$ cat src/rtl/cascade_counter.sv
// Chained modulo counters with carry ripple; stage 0 in the LSBs.
// Optional snapshot register: define COUNTER_SNAPSHOT_EN.
module cascade_counter #(
  parameter int STAGES = 3,
  parameter int WIDTH  = 6,
  // Field value 0 encodes a modulus of 2**WIDTH.
  parameter logic [STAGES*WIDTH-1:0] MODULI = {6'd24, 6'd60, 6'd60}
) (
  input  logic                    clk_in,
  input  logic                    reset_n,
  input  logic                    tick_in,
  input  logic                    down_in,
  input  logic                    load_in,
  input  logic [STAGES*WIDTH-1:0] load_value,
  output logic [STAGES*WIDTH-1:0] count,
  output logic [STAGES-1:0]       carry
`ifdef COUNTER_SNAPSHOT_EN
  ,
  input  logic                    snap_in,
  output logic [STAGES*WIDTH-1:0] snap_count
`endif
);

  logic [STAGES*WIDTH-1:0] count_d;
  logic [STAGES-1:0]       carry_d;
  logic [STAGES-1:0]       hit;
  logic [STAGES-1:0]       step;

  if (STAGES < 1) begin : g_bad_stages
    $error("cascade_counter: STAGES must be >= 1");
  end

  for (genvar g = 0; g < STAGES; g++) begin : g_chk
    if (MODULI[g*WIDTH +: WIDTH] == WIDTH'(1)) begin : g_bad_mod
      $error("cascade_counter: modulus of stage %0d below 2", g);
    end
  end

  // Per-stage wrap condition for the current direction.
  always_comb begin
    hit = '0;
    for (int j = 0; j < STAGES; j++) begin
      if (down_in)
        hit[j] = (count[j*WIDTH +: WIDTH] == '0);
      else
        hit[j] = (count[j*WIDTH +: WIDTH] ==
                  MODULI[j*WIDTH +: WIDTH] - WIDTH'(1));
    end
  end

  // Stage i steps when every lower stage is about to wrap.
  always_comb begin
    logic acc;
    acc  = 1'b0;
    step = '0;
    for (int i = 0; i < STAGES; i++) begin
      acc = 1'b1;
      for (int j = 0; j < i; j++)
        acc = acc & hit[j];
      step[i] = acc;
    end
  end

  // Next count/carry: load beats tick beats hold.
  always_comb begin
    logic [WIDTH-1:0] cur;
    logic [WIDTH-1:0] top;
    logic [WIDTH-1:0] lv;
    logic [WIDTH-1:0] nxt;
    cur     = '0;
    top     = '0;
    lv      = '0;
    nxt     = '0;
    count_d = count;
    carry_d = '0;
    for (int i = 0; i < STAGES; i++) begin
      cur = count[i*WIDTH +: WIDTH];
      top = MODULI[i*WIDTH +: WIDTH] - WIDTH'(1);
      lv  = load_value[i*WIDTH +: WIDTH];
      nxt = cur;
      if (load_in) begin
        nxt = (lv <= top) ? lv : '0;
      end else if (tick_in && step[i]) begin
        if (!down_in) begin
          if (cur == top) begin
            nxt        = '0;
            carry_d[i] = 1'b1;
          end else begin
            nxt = cur + WIDTH'(1);
          end
        end else begin
          if (cur == '0) begin
            nxt        = top;
            carry_d[i] = 1'b1;
          end else begin
            nxt = cur - WIDTH'(1);
          end
        end
      end
      count_d[i*WIDTH +: WIDTH] = nxt;
    end
  end

  // Count and carry registers.
  always_ff @(posedge clk_in or negedge reset_n) begin
    if (!reset_n) begin
      count <= '0;
      carry <= '0;
    end else begin
      count <= count_d;
      carry <= carry_d;
    end
  end

`ifdef COUNTER_SNAPSHOT_EN
  // Capture the pre-update count for a tear-free read.
  always_ff @(posedge clk_in or negedge reset_n) begin
    if (!reset_n)
      snap_count <= '0;
    else if (snap_in)
      snap_count <= count;
  end
`endif

endmodule
$ cat config.mk
export PLATFORM = sky130hd
export DESIGN_NAME = cascade_counter
export DESIGN_NICKNAME = d
export VERILOG_FILES = /design/src/rtl/cascade_counter.sv
export SDC_FILE = /design/constraint.sdc
export NUM_CORES = 1
export LEC_CHECK = 0
export CAP_MARGIN = 20
export CORE_MARGIN = 2
export CORE_UTILIZATION = 55
export CTS_CLUSTER_DIAMETER = 30
export CTS_CLUSTER_SIZE = 10
export DETAILED_ROUTE_END_ITERATION = 7
export GPL_TIMING_DRIVEN = 0
export PLACE_DENSITY = 0.91
export SYNTH_ARGS = -nofsm -noshare
export SYNTH_HDL_FRONTEND = slang
export SYNTH_SLANG_ARGS = --single-unit
$ cat constraint.sdc
create_clock -name clk_in -period 3.7 [get_ports clk_in]
set_input_delay 0.74 -clock clk_in [delete_from_list [all_inputs] [get_ports clk_in]]
set_output_delay 0.74 -clock clk_in [all_outputs]
set_load 0.02 [all_outputs]
==> results of run 1 <==
## worst max-delay path, delay by kind of cell (launching register included)
kind	cells	cell delay, ns
AND/OR/NAND/NOR	2	0.72
buffers and inverters	1	0.20
AO/OA/AOI/OAI	3	0.77
adder cells (fa/ha/maj)	1	0.19
flip-flops	1	0.48
## Yosys cell counts, types with 2 or more instances
master     instances
o21bai_1           2
or3_1              2
xor2_1             3
nand4_1            3
o2111ai_1          3
o21ai_0           15
nor3_1             6
a32o_1             2
clkbuf_1           9
inv_1             12
and2_1             4
o211ai_1           3
xnor2_1            3
a22oi_1            3
a21o_1             3
o31ai_1            4
buf_2              3
a41oi_1            3
nor2_1            19
ha_1               9
or3b_2             2
a31oi_1            3
nor2b_1            2
nand2b_1           4
a211o_1            3
nor4_1             4
and3_1             2
dfrtp_1           21
nand2_1           15
a21oi_1           17
nor3b_1            2
a211oi_1           2
a221o_1            7
nand3_1           14
## power groups by stage
| stage | registers (mW) | logic (mW) | clock network, mW |
|---|---|---|---|
| 2_1_floorplan | 0.303 | 0.171 | 0 |
| 3_3_place_gp | 0.285 | 0.298 | 0 |
| 3_5_place_dp | 0.286 | 0.305 | 0 |
| 4_1_cts | 0.282 | 0.307 | 0.122 |
| 5_1_grt | 0.286 | 0.342 | 0.135 |
| 6_report | 0.284 | 0.313 | 0.125 |
## kinds of logic (layout without fill, tap and decap cells)
family                     Yosys count  in the layout
AOI/OAI and AO/OA                   81             81
xor gates and xnor gates             6              6
adders and majority gates            9              9
buffers and inverters               26             73
DFF                                 21             21
muxes                                3              3
and+or+nand+nor                     89             89
## stage by stage
| stage | hold slack (ns) | utilization (%) | setup WS [ns] |
|---|---|---|---|
| after floorplan | 0.444 | - | 1.39 |
| after global routing | 0.680 | 72.9 | 1.15 |
| after CTS | 0.650 | 72.5 | 1.33 |
| final | 0.654 | 72.9 | 1.28 |
| after global placement | 0.596 | 71.7 | 1.24 |
| after detailed placement | 0.619 | 71.7 | 1.23 |
## routing by layer
metal  share of wire, %  track usage (%)  vias to the layer above
met5                  0                0                        -
met4                2.6             10.0                        0
met3                8.2             5.59                       25
met2                 48             48.0                      127
met1                 41             38.0                      973
li1                   -                -                      991
## final cells by class
class / instances / share of cell area, %
plain buffers: 14 / 2.78
clock buffers: 3 / 0.925
clock inverters: 1 / 0.206
inverters: 12 / 1.85
multi-input cells: 188 / 52.4
flip-flops and latches: 21 / 21.6
well taps: 46 / 2.37
repair buffers: 43 / 17.9
## flip-flops by register name, summed over array words and instances, names as in the netlist
name / flops
carry: 3
count: 18
## worst paths after layout
kind | from | endpoint | slack (ns) | depth (start not counted)
worst max-delay path | count[0] | count[6] | 1.28 | 7
worst min-delay path | count[17] | count[17] | 0.65 | 1
worst max register to register | count[0] | count[6] | 1.28 | 7
worst min register to register | count[17] | count[17] | 0.65 | 1
max in group asynchronous | reset_n | count[11] | 2.45 | 2
min in group asynchronous | reset_n | count[16] | 0.76 | 1
==> run metrics, run 1 <==
status finished, final reports clean; Reg clk slew, reported paths roughly 0.14 ns; Core Footprint between 3000 and 4000 µm²; Max Root-Sink Buffers 2; # clock sinks 21; hpwl dp about 4000 µm; Die ar. around 4000 µm²; routed len/inst approximately 17 µm; Max rail drop VDD roughly 0.00026 V; number of setup buffers added after CTS 0; total CTS buffers 3; Die Width roughly 63 µm; fin cells 328; Tot GR Track Use 29.1%; final WL approximately 5500 µm; CTS tree done; DR vias about 2100; Yosys cell types 60; # DRC 0; Post-Synthesis Cells 235; Fmax a little over 0.4 GHz; final setup violation count 0; dpl cell area around 2400 µm²; Initial DRC Count ~260; Worst EP arrival approximately 2.7 ns; switching share of total power roughly 40%; most common cell after layout, fill and taps aside clkdlybuf4s50_1; worst-margin pin slew approximately 0.6 ns; vias per inst between 6 and 7; FF+latch count, synth 21; GRT overflow 0; Critical Path Fanout Max 6; CP startpoint kind flop; Root Buffer clkbuf_4; DIE HEIGHT 63.0 µm; ranking of synthesized cells by area dfrtp_1 27%, ha_1 5.9%, a21oi_1 4.4%; Yosys top cell area share 27.5%; most frequent cells in the layout 42 x clkdlybuf4s50_1, 21 x dfrtp_1, 19 x nor2_1; Clock Skew roughly 0.0065 ns; P_leak 1.01 nW; first-pass GRT wire length between 9000 and 10000 µm; PD cells 296 nW/µm²; H-tree Lvls 1; Simple-Gate Fraction of Synth Area 24.9%; vias in the first global route between 1500 and 2000; area grow syn2layout 27.2%; Hold Path Class flop to flop; Starting Density a little under three fifths; antenna violations before repair 0; post-synthesis compound-gate area fraction 30.8%; total power about 0.7 mW; Clock Power Share ~17%; P_sw 0.290 mW; slowest stage delay, CP approximately 0.48 ns; port bufs 42; drt first pass iters 5; Finished Cell Area ~2400 µm²; Synth Warn # 0; Synth Cell Area 1910 µm²; critical path capture point type flop; Clock Latency Late Sink 0.33 ns; Pins Over Slew Limit 0; Top Ports 44; share of layout cells above drive strength 1 7.09%; min cycle time layout about 2.4 ns; number of flops mapped to enable cells by yosys 0; # nets final 315; largest family of logic cells by synthesized area compound AO/OA/AOI/OAI gates; Post-Synth XOR/XNOR Area 2.75%; Antenna diodes 0; CP max-delay cell dfrtp_1; Final Cycle Share about two thirds; fill count 278; Rel. slew slack approximately three fifths; Sum Neg Setup Slack 0 ns; register area 526 µm²; Mapped Avg Cell Area between 8 and 9 µm²; WP data required between 3 and 4 ns; Post-Synth Adder-Cell Area between 5 and 6%; hold bufs inserted after CTS 0; largest net degree at the start of global routing 22; crit-path cells inv_1 > ha_1 > or3b_2 > nor2_1 > o21ai_0 > a211oi_1 > a221o_1; Routed Antenna Nets 0; RSZ-0062 raised after global routing no; GPL Wtd Cong ~1.0; area occupied by multi-input gates about 1300 µm²; Most used DFF post-synth dfrtp_1; power share of the combinational group a little over two fifths; critical path class flop to flop; num rows 21; post-synthesis sequential area ratio a little over a quarter; Flop pwr share between 30% and 40%; ys async rst share between 90% and 100%; post_cts resized 0; top cell type by total area after synthesis dfrtp_1; Hold Fails Final Rpt 0; number of instances in the placed design 323; syn nets about 270; Int Power ~0.43 mW; multiplexer area fraction after synthesis between 2 and 2.5%; # Max-Cap Violations 0
No activity file was read; power rests on OpenSTA's default activity.
==> run 2: changes to the inputs <==
--- a/config.mk
+++ b/config.mk
@@ -7,12 +7,12 @@
 export LEC_CHECK = 0
 export CAP_MARGIN = 20
 export CORE_MARGIN = 2
-export CORE_UTILIZATION = 55
+export CORE_UTILIZATION = 46
 export CTS_CLUSTER_DIAMETER = 30
 export CTS_CLUSTER_SIZE = 10
 export DETAILED_ROUTE_END_ITERATION = 7
 export GPL_TIMING_DRIVEN = 0
-export PLACE_DENSITY = 0.91
+export PLACE_DENSITY = 0.81
 export SYNTH_ARGS = -nofsm -noshare
 export SYNTH_HDL_FRONTEND = slang
 export SYNTH_SLANG_ARGS = --single-unit
==> constraint.sdc (replaced) <==
create_clock -name clk_in -period 2.02 [get_ports clk_in]
set_input_delay 0.404 -clock clk_in [delete_from_list [all_inputs] [get_ports clk_in]]
set_output_delay 0.404 -clock clk_in [all_outputs]
set_load 0.02 [all_outputs]
==> run metrics, run 2 (synthesis gave the netlist of run 1 again) <==
status finished with violations; failing checks negative setup slack; total CTS buffers 3; Initial DRC Count about 270; Sum Neg Setup Slack -0.0858 ns; H-tree Lvls 1; vias per inst around 6.3; drt first pass iters 5; GPL Wtd Cong 0.922; CTS tree done; Hold Fails Final Rpt 0; routed len/inst 17.7 µm; Reg clk slew, reported paths around 0.09 ns; first-pass GRT wire length just under 10000 µm; Critical Path Fanout Max 5; Flop pwr share between 30% and 40%; worst setup path endpoint count[12]; Worst EP arrival ~2.2 ns; vias in the first global route 2045; Max Root-Sink Buffers 2; port bufs 42; hold bufs inserted after CTS 0; Rel. slew slack around three fifths; final core occ 66.8%; Top Ports 44; Root Buffer clkbuf_8; reg2reg end count[12]; Finished Cell Area between 2000 and 3000 µm²; GRT overflow 0; Tot GR Track Use 27.2%; met2 usage a little under half; share of layout cells above drive strength 1 approximately a fifth; # DRC 0; power share of the combinational group 43.9%; reg2reg start count[0]; M1 GR Usage between 30% and 40%; final WL about 6000 µm; final worst slack -0.0278 ns; most common cell after layout, fill and taps aside clkdlybuf4s50_1; Top Usage Layer GRT met2; # nets final 327; critical path capture point type flop; launch point of the worst path count[0]; Hold Path Class input pin to async pin; Die Width a little under 70 µm; most frequent cells in the layout 42 x clkdlybuf4s50_1, 17 x nor2_1, 16 x a21oi_1, 16 x dfrtp_1; register-to-register setup slack -0.03 ns; Clock Latency Late Sink 0.27 ns; Final Cycle Share 101%; P_sw between 0.5 and 0.6 mW; antenna violations before repair 0; fin cells ~340; Starting Density a little under half; Antenna diodes 0; RSZ-0062 raised after global routing yes; Largest register FFs 18; Largest regs count x18, carry x3; logic depth of the worst register-to-register path 6; DR vias 2171; P_leak 1.10 nW; CP startpoint kind flop; met3 GRT Util about 2.6%; DIE HEIGHT around 68 µm; Core Footprint between 4000 and 5000 µm²; PD cells roughly 550 nW/µm²; dpl cell area between 2000 and 2500 µm²; hpwl dp roughly 4100 µm; number of instances in the placed design approximately 330; total power approximately 1.5 mW; Clock Power Share between 20% and 30%; min cycle time layout 2.05 ns; Post-Place Worst Slack -0.251 ns; switching share of total power approximately two fifths; Max rail drop VDD around 0.00037 V; Die ar. approximately 4700 µm²; Routed Antenna Nets 0; # clock sinks 21; num rows 23; # Max-Cap Violations 0; Reg with most FFs count; worst-margin pin slew 0.618 ns; Hold WS about 0.49 ns; largest net degree at the start of global routing 22; final setup violation count 5; WP data required 2.18 ns; critical path class flop to flop; Fmax a little under 0.5 GHz; area grow syn2layout 39.8%; Pins Over Slew Limit 0; Clock Skew 0.00625 ns; Int Power about 0.90 mW
## run 2: cell count changes in the layout (fill, tap and decap cells not counted), moves of 3 or more
cell      delta
dfrtp_2      +5
dfrtp_1      -5
buf_4       +11
clkbuf_8     +3
clkbuf_4     -3
## run 2: how the worst min path moves through the flow
stage | startpoint | endpoint | cells after the start
2_1_floorplan | reset_n | carry[0] | 0
3_3_place_gp | count[17] | count[17] | 1
3_5_place_dp | count[0] | count[0] | 1
4_1_cts | count[17] | count[17] | 1
5_1_grt | reset_n | count[16] | 1
6_report | reset_n | count[16] | 1
## run 2: final cells by class
cell class / count / area, µm²
Clock buffer: 4 / 45.0
Inverter: 12 / 47.5
Tap cell: 50 / 62.6
Buffer: 14 / 70.1
Sequential cell: 21 / 532
Fill cell: 367 / 1330
Timing Repair Buffer: 55 / 529
Multi-Input combinational cell: 188 / 1390
## run 2: repair_timing
| item | in CTS | in global routing |
|---|---|---|
| setup buffers | 10 | 2 |
| endpoints found under the setup margin | 10 | 15 |
| resized for setup | 14 | 16 |
| pin swaps | 8 | 7 |
## run 2: power groups by stage
stage | clock network, mW | registers [mW] | logic, mW
2_1_floorplan | 0 | 0.559 | 0.317
3_3_place_gp | 0 | 0.527 | 0.553
3_5_place_dp | 0 | 0.528 | 0.563
4_1_cts | 0.299 | 0.518 | 0.610
5_1_grt | 0.318 | 0.527 | 0.704
6_report | 0.302 | 0.522 | 0.644
## run 2: routing by layer
| metal | up-vias | share of wire [%] |
|---|---|---|
| met3 | 11 | 7.4 |
| met1 | 1044 | 40 |
| met4 | 0 | 1.6 |
| met5 | - | 0 |
| li1 | 1013 | - |
| met2 | 103 | 51 |
## run 2: worst max-delay path, cell delays in order, from the launching register on
cell	delay (ns)
dfrtp_2	0.43
ha_4	0.16
nand2_4	0.05
or4_4	0.51
a221oi_4	0.37
nor2_4	0.09
a221o_1	0.32
